===== src/rtl/conv3x3_filter.sv =====
// 3x3 convolution stage: signed programmable kernel, shift-normalise, saturate to 8 bits, frame counter.
// Optional build macro CONV3X3_ABS_EN: output the magnitude of negative results instead of clamping to 0.
module conv3x3_filter #(
  parameter int IMG_W  = 256,
  parameter int IMG_H  = 32,
  parameter int COEF_W = 8,
  parameter int SHIFT  = 4
) (
  input  logic              clk,
  input  logic              rst,
  input  logic              in_valid,
  input  logic [7:0]        p1,
  input  logic [7:0]        p2,
  input  logic [7:0]        p3,
  input  logic [7:0]        p4,
  input  logic [7:0]        p5,
  input  logic [7:0]        p6,
  input  logic [7:0]        p7,
  input  logic [7:0]        p8,
  input  logic [7:0]        p9,
  input  logic              coef_wr,
  input  logic [3:0]        coef_addr,
  input  logic [COEF_W-1:0] coef_data,
  output logic [7:0]        pixel_out,
  output logic              wr,
  output logic              frame_done,
  output logic              busy,
  output logic              coef_err
);

  localparam int PW   = 9 + COEF_W;
  localparam int SW   = PW + 4;
  localparam int NPIX = IMG_W * IMG_H;
  localparam int CW   = (NPIX > 1) ? $clog2(NPIX) : 1;
  localparam logic [CW-1:0]              LAST    = CW'(NPIX - 1);
  localparam logic signed [COEF_W-1:0]   K_ID    = COEF_W'(1 << SHIFT);
  localparam logic signed [SW-1:0]       SAT_MAX = SW'(32'sd255);

  logic [7:0]               pix_s [9];
  logic signed [COEF_W-1:0] k_q [9];
  logic signed [PW-1:0]     prod_q [9];
  logic signed [SW-1:0]     row_q [3];
  logic                     v1_q, v2_q;
  logic [CW-1:0]            cnt_q, cnt_d;
  logic [7:0]               pix_q, pix_d;
  logic                     wr_q, fd_q, fd_d, busy_q, busy_d, err_q, err_d;
  logic                     coef_ok_s;
  logic signed [SW-1:0]     total_s, sh_s, mag_s;
  logic [7:0]               sat_s;

  assign pix_s[0] = p1;
  assign pix_s[1] = p2;
  assign pix_s[2] = p3;
  assign pix_s[3] = p4;
  assign pix_s[4] = p5;
  assign pix_s[5] = p6;
  assign pix_s[6] = p7;
  assign pix_s[7] = p8;
  assign pix_s[8] = p9;

  // Kernel may only change with the pipeline empty, so a frame never mixes kernels.
  always_ff @(posedge clk or posedge rst) begin
    if (rst) begin
      for (int i = 0; i < 9; i++) k_q[i] <= (i == 4) ? K_ID : '0;
    end else begin
      for (int i = 0; i < 9; i++) begin
        if (coef_ok_s && (coef_addr == 4'(i))) k_q[i] <= coef_data;
      end
    end
  end

  // S1 products and S2 row sums; the data path is reset so wr cleanly drops mid-stream.
  always_ff @(posedge clk or posedge rst) begin
    if (rst) begin
      for (int i = 0; i < 9; i++) prod_q[i] <= '0;
      for (int r = 0; r < 3; r++) row_q[r] <= '0;
      v1_q <= 1'b0;
      v2_q <= 1'b0;
    end else begin
      for (int i = 0; i < 9; i++) prod_q[i] <= PW'($signed({1'b0, pix_s[i]})) * PW'(k_q[i]);
      for (int r = 0; r < 3; r++) begin
        row_q[r] <= SW'(prod_q[3*r]) + SW'(prod_q[3*r+1]) + SW'(prod_q[3*r+2]);
      end
      v1_q <= in_valid;
      v2_q <= v1_q;
    end
  end

  // S3 arithmetic: total, arithmetic shift, optional magnitude, saturation.
  always_comb begin
    total_s = row_q[0] + row_q[1] + row_q[2];
    sh_s    = total_s >>> SHIFT;
    mag_s   = sh_s;
`ifdef CONV3X3_ABS_EN
    if (sh_s[SW-1]) mag_s = -sh_s;
    else            mag_s = sh_s;
`endif
    if (mag_s[SW-1])           sat_s = 8'd0;
    else if (mag_s > SAT_MAX)  sat_s = 8'hFF;
    else                       sat_s = mag_s[7:0];
  end

  // Next-state for outputs, frame counter and coefficient write arbitration.
  always_comb begin
    cnt_d = cnt_q;
    fd_d  = 1'b0;
    if (v2_q) begin
      if (cnt_q == LAST) begin
        cnt_d = '0;
        fd_d  = 1'b1;
      end else begin
        cnt_d = cnt_q + CW'(1);
        fd_d  = 1'b0;
      end
    end else begin
      cnt_d = cnt_q;
    end
    pix_d     = v2_q ? sat_s : 8'd0;
    busy_d    = (cnt_d != '0) | in_valid | v1_q | v2_q;
    coef_ok_s = coef_wr & ~busy_q & ~in_valid & (coef_addr < 4'd9);
    err_d     = coef_wr & (busy_q | in_valid);
  end

  // Output and counter registers.
  always_ff @(posedge clk or posedge rst) begin
    if (rst) begin
      cnt_q  <= '0;
      pix_q  <= 8'd0;
      wr_q   <= 1'b0;
      fd_q   <= 1'b0;
      busy_q <= 1'b0;
      err_q  <= 1'b0;
    end else begin
      cnt_q  <= cnt_d;
      pix_q  <= pix_d;
      wr_q   <= v2_q;
      fd_q   <= fd_d;
      busy_q <= busy_d;
      err_q  <= err_d;
    end
  end

  assign pixel_out  = pix_q;
  assign wr         = wr_q;
  assign frame_done = fd_q;
  assign busy       = busy_q;
  assign coef_err   = err_q;

endmodule


===== config.mk =====
export PLATFORM = sky130hd
export DESIGN_NAME = conv3x3_filter
export DESIGN_NICKNAME = d
export VERILOG_FILES = /design/src/rtl/conv3x3_filter.sv
export SDC_FILE = /design/constraint.sdc
export NUM_CORES = 2
export LEC_CHECK = 0
export ABC_AREA = 1
export ABC_CLOCK_PERIOD_IN_PS = 12650
export CORE_MARGIN = 2
export CORE_UTILIZATION = 64
export CTS_BUF_LIST = sky130_fd_sc_hd__clkbuf_16
export DETAILED_ROUTE_END_ITERATION = 6
export GPL_TIMING_DRIVEN = 0
export PLACE_DENSITY = 0.82
export SLEW_MARGIN = 15
export SYNTH_ARGS = -nofsm -noshare
export SYNTH_HDL_FRONTEND = slang
export SYNTH_SLANG_ARGS = --single-unit

===== constraint.sdc =====
create_clock -name clk -period 12.65 [get_ports clk]
set_clock_uncertainty 0.2 [all_clocks]
set_input_delay 3.1625 -clock clk [delete_from_list [all_inputs] [get_ports clk]]
set_output_delay 3.1625 -clock clk [all_outputs]
set_load 0.02 [all_outputs]

Yosys cells after proc, flatten, opt, wreduce, memory -nomap -nowiden
Cells that the tools add are included.

Flip-flop bits (word level): 309. Logic and storage cells: 86. Input bits: 88. Output and inout port bits: 12.

$lt $le $gt $ge: 2. Add/subtract/negate cells: 9. $mul: 9. Bitwise operators: 10. Equality and inequality tests: 9. Reduce and logical (&&, ||, !) cells: 11. Mux-type cells: 7.

Operators by type and width (count): $mul A9 B8 Y17 (9); $add A18 B17 Y19 (3); $add A17 B17 Y18 (3); $mux W13 (2); $mux W8 (3); $add A20 B19 Y21 (1); $add A19 B19 Y20 (1); $gt A17 B9 Y1 const B (1); $eq A4 B3 Y1 const B (4); $add A13 B1 Y13 const B (1); $eq A13 B13 Y1 const B (1); $reduce_bool A13 Y1 (1); $logic_and A1 B1 Y1 (9); $eq A4 B2 Y1 const B (2); $and A1 B1 Y1 (4); $eq A4 B1 Y1 const B (1); $eq A4 B4 Y1 const B (1); $logic_not A4 Y1 (1); $lt A4 B4 Y1 const B (1); $or A1 B1 Y1 (4); $mux W1 (2); $not A1 Y1 (2).

Longest topological paths before layout
Word-level depth: 7. Mapped depth: 21. Gate-level depth less buffers: 20.

Worst setup path after synthesis
OpenSTA, ideal clock, no wires.

Path kind: input to register. From: input p5[0]. To: register prod_q[82] (netlist name). Setup time: 79 ps. Path slack: 5459 ps. Cell stages on the path: 17. Arrival: 6912 ps. Path through: clkbuf_1 -> or2_2 -> fa_1 -> fa_1 -> inv_1 -> fa_1 -> inv_1 -> fa_1 -> inv_1 -> ha_1 -> nand2_1 -> o21ai_2 -> a21oi_1 -> o21ai_0 -> a21oi_1 -> o21ai_0 -> xor2_1.

Word-level cells in the longest chain between the ends: 1.

RTL lines: from (decl) (line 16) `input logic [7:0] p5,`; $mul A9 B8 Y17 (line 80) `for (int i = 0; i < 9; i++) prod_q[i] <= PW'($signed({1'b0, pix_s[i]})) * PW'(k_q[i]);`; to (decl) (line 41) `logic signed [PW-1:0] prod_q [9];`.

Every way passes these cells. A chain may end at the register's enable or synchronous reset.

Worst setup path after layout
From: input p1[7]. To: register prod_q[150] (netlist name).

Word-level cells in the longest chain between the ends: 1.

RTL lines: from (decl) (line 12) `input logic [7:0] p1,`; $mul A9 B8 Y17 (line 80).

Every way passes these cells.

==> impl_results.md <==
- Max FO, Critical Path: 8
- Vias per cell: 5.37
- Cell internal pwr: between 2 and 2.5 mW
- Worst-case reg-to-reg path depth: 17
- Worst slew pin tran: roughly 1.2 ns
- First-pass detailed-route iteration total: 6
- Largest area contributor in the netlist: fa_1
- Vias: 25800
- Area contributors post-synth: fa_1, dfrtp_1, ha_1, inv_1, nand2_1
- Post-DP Area: approximately 0.035 mm2
- Reg-to-reg setup timing slack: ~7.6 ns
- Power Density: approximately 87 mW/mm2
- Post-synthesis cell count: between 4000 and 5000
- H-tree depth: 2
- Clock share of power: 0.326
- Routability cong.: 0.911
- # nets final: a little over 5000
- Count leader, synth: inv_1
- Layout cells sized above 1: 0.0328
- Number of max-cap violations: 0
- Tmin final: 7.20 ns
- WHS Endpoint: v2_q
- Final Cell Area: about 0.037 mm2
- First-pass GRT wire length: about 130000 um
- Initial antenna violation count: 8
- Post-synth EDFFs: 0
- Hold Fails Final Rpt: 0
- Switching pwr: about 1.2 mW
- Pin count of the biggest net entering global routing: 120
- Synth unique cells: 44
- Slew Viols, Final: 0
- Sw frac: 0.360
- Total Power: around 3.2 mW
- Hold Startpoint: v1_q
- Most frequent cells after synthesis: inv_1, nand2_1, ha_1
- CP Data Arrival Time: between 7 and 8 ns
- # setup viols final: 0
- FF-to-FF End: prod_q[82]
- Worst Setup End Kind: flop
- Die footprint: around 0.055 mm2
- Mapped Area: 0.0342 mm2
- CTS root buf: clkbuf_16
- Seq/Total Area, Yosys: 0.226
- CTS sink count: 309
- Top FF cell, synth: dfrtp_1
- CTS Buf Count: 37
- Starting density of the core: 0.649
- FMAX: about 140 MHz
- # hold bufs at CTS: 0
- Launch point of the worst reg-to-reg path: k_q[36]
- Crit share post-route: 0.569
- LEAKAGE: about 22 nW
- Num ports: 100
- Vias in the first global route: roughly 27000
- FP Rows: between 80 and 90
- Worst hold path class: flop to flop
- DRT iter0 DRCs: 1702
- Non-filler instance count after layout: around 4800
- Final WL: 76600 um
- Outcome: finished, final reports clean
- CTS clk-pin slew, worst paths: around 0.060 ns
- Post-CTS Setup Bufs: 0
- Worst Path Required: about 13 ns
- DIE WIDTH: 235 um
- CORE AREA: roughly 0.053 mm2
- DRT antenna net count: 0
- Tot GR Track Use: 0.292
- Clock buffer depth: 3
- Crit start category: primary input
- Max rail drop VDD: 0.120 mV
- Post-cts resize count: 0
- Die Y-Extent: ~240 um
- Wire length per cell: ~16 um
- Worst skew pair latency: around 0.56 ns
- RSZ-0062 raised after global routing: no
- Gate power share: 0.311
- Total nets after synthesis: between 4000 and 5000
- Placed cells: approximately 4700
- Slew margin rel.: 0.197
- Syn-to-layout area delta: 6.92%
- Critical path class: primary input to flop
- FF+latch count, synth: 309
- Sequential Power Share: 0.363
- Post-synth ARST share: 1.00
- DP HPWL: approximately 61000 um
- GRT overflow: 0
- Hold Crit Depth: 0
- TritonCTS clock tree: yes
- Port-buffer cells: 27
- Avg Cell Area, Syn: 8.51 um2
- Yosys Warn Count: 0
- DRC violation count after routing: 0
- Yosys top cell area share: 0.237
layout make-up:
class	count	area [um2]
Antenna cell	2	5.00
Fill cell	4052	16200
Buffer	144	542
Tap cell	688	861
Timing Repair Buffer	29	325
Sequential cell	309	7730
Clock buffer	39	976
Inverter	981	3690
Multi-Input combinational cell	2587	22300
Clock inverter	25	194
metrics by stage:
stage	worst slack [ns]	hold WS (ns)	utilization	setup TNS (ns)
2_1_floorplan	0.745	0.154	-	0
5_1_grt	5.18	0.205	0.694	0
3_5_place_dp	4.91	0.181	0.671	0
6_report	5.45	0.199	0.694	0
3_3_place_gp	-2.73	0.178	0.670	-826.14
4_1_cts	5.49	0.197	0.694	0
power by group through the flow:
stage,registers (mW),logic [mW],clock network (mW)
floorplan,1.16,0.701,0
global placement,1.18,0.946,0
detailed placement,1.18,0.973,0
CTS,1.16,0.986,1.06
global route,1.17,1.12,1.10
finish,1.16,0.996,1.04
kinds of logic (layout without fill, tap and decap cells):
family                     after synthesis  after routing  share of synthesized area
xor gates and xnor gates               166            166                     0.0425
buffers and inverters                 1125           1218                      0.123
adders and majority gates              863            863                      0.404
and+or+nand+nor                       1179           1179                      0.143
other                                    0              2                          0
AOI/OAI and AO/OA                      379            379                     0.0605
DFF                                    309            309                      0.226
state kept, by name (all words and copies together), names as in the netlist:
signal / count
cnt_q: 13
row_q: 57
v1_q: 1
prod_q: 153
frame_done: 1
coef_err: 1
pixel_out: 8
busy: 1
v2_q: 1
k_q: 72
wr: 1
cells in the final DEF (no fill, tap or decap), types with 12 or more instances in the layout:
master / Yosys / final
inv_1: 977 / 980
xor2_1: 108 / 108
or2_2: 50 / 50
clkdlybuf4s50_1: 0 / 27
nand4_1: 29 / 29
nor3_1: 21 / 21
a21oi_1: 181 / 181
o21ai_0: 126 / 126
dfrtp_1: 308 / 308
clkbuf_16: 0 / 39
xnor2_1: 58 / 58
a31oi_1: 12 / 12
clkbuf_1: 143 / 143
nand2_1: 859 / 859
nand3_1: 70 / 70
ha_1: 458 / 458
nor2_1: 111 / 111
fa_1: 405 / 405
layer usage:
metal | up-vias | share of wire | global-route usage
met5 | - | 0.00090 | 0
met4 | 10 | 0.040 | 0.115
met3 | 184 | 0.078 | 0.0637
met2 | 842 | 0.48 | 0.488
met1 | 12500 | 0.41 | 0.373
li1 | 12200 | - | -
worst max-delay path by stage:
| stage | from | end | slack (ns) | cells after the start |
|---|---|---|---|---|
| 5_1_grt | p5[4] | prod_q[82] | 5.18 | 17 |
| 6_report | p1[7] | prod_q[150] | 5.45 | 17 |
| 4_1_cts | p9[5] | prod_q[14] | 5.49 | 19 |
| 2_1_floorplan | rst | busy | 0.74 | 1 |
| 3_5_place_dp | p9[5] | prod_q[14] | 4.91 | 19 |
| 3_3_place_gp | rst | k_q[5] | -2.73 | 2 |
worst max-delay path: stages:
cell and delay [ns]:
clkbuf_1 0.33, nand2_1 0.14, fa_1 0.50, fa_1 0.51, inv_1 0.05, fa_1 0.52, inv_1 0.05, fa_1 0.47
inv_1 0.04, ha_1 0.32, inv_1 0.09, o21bai_1 0.07, a31oi_1 0.40, inv_1 0.12, a31oi_1 0.25, o21ai_0 0.15
xor2_1 0.27
(Power assumes the default switching activity.)
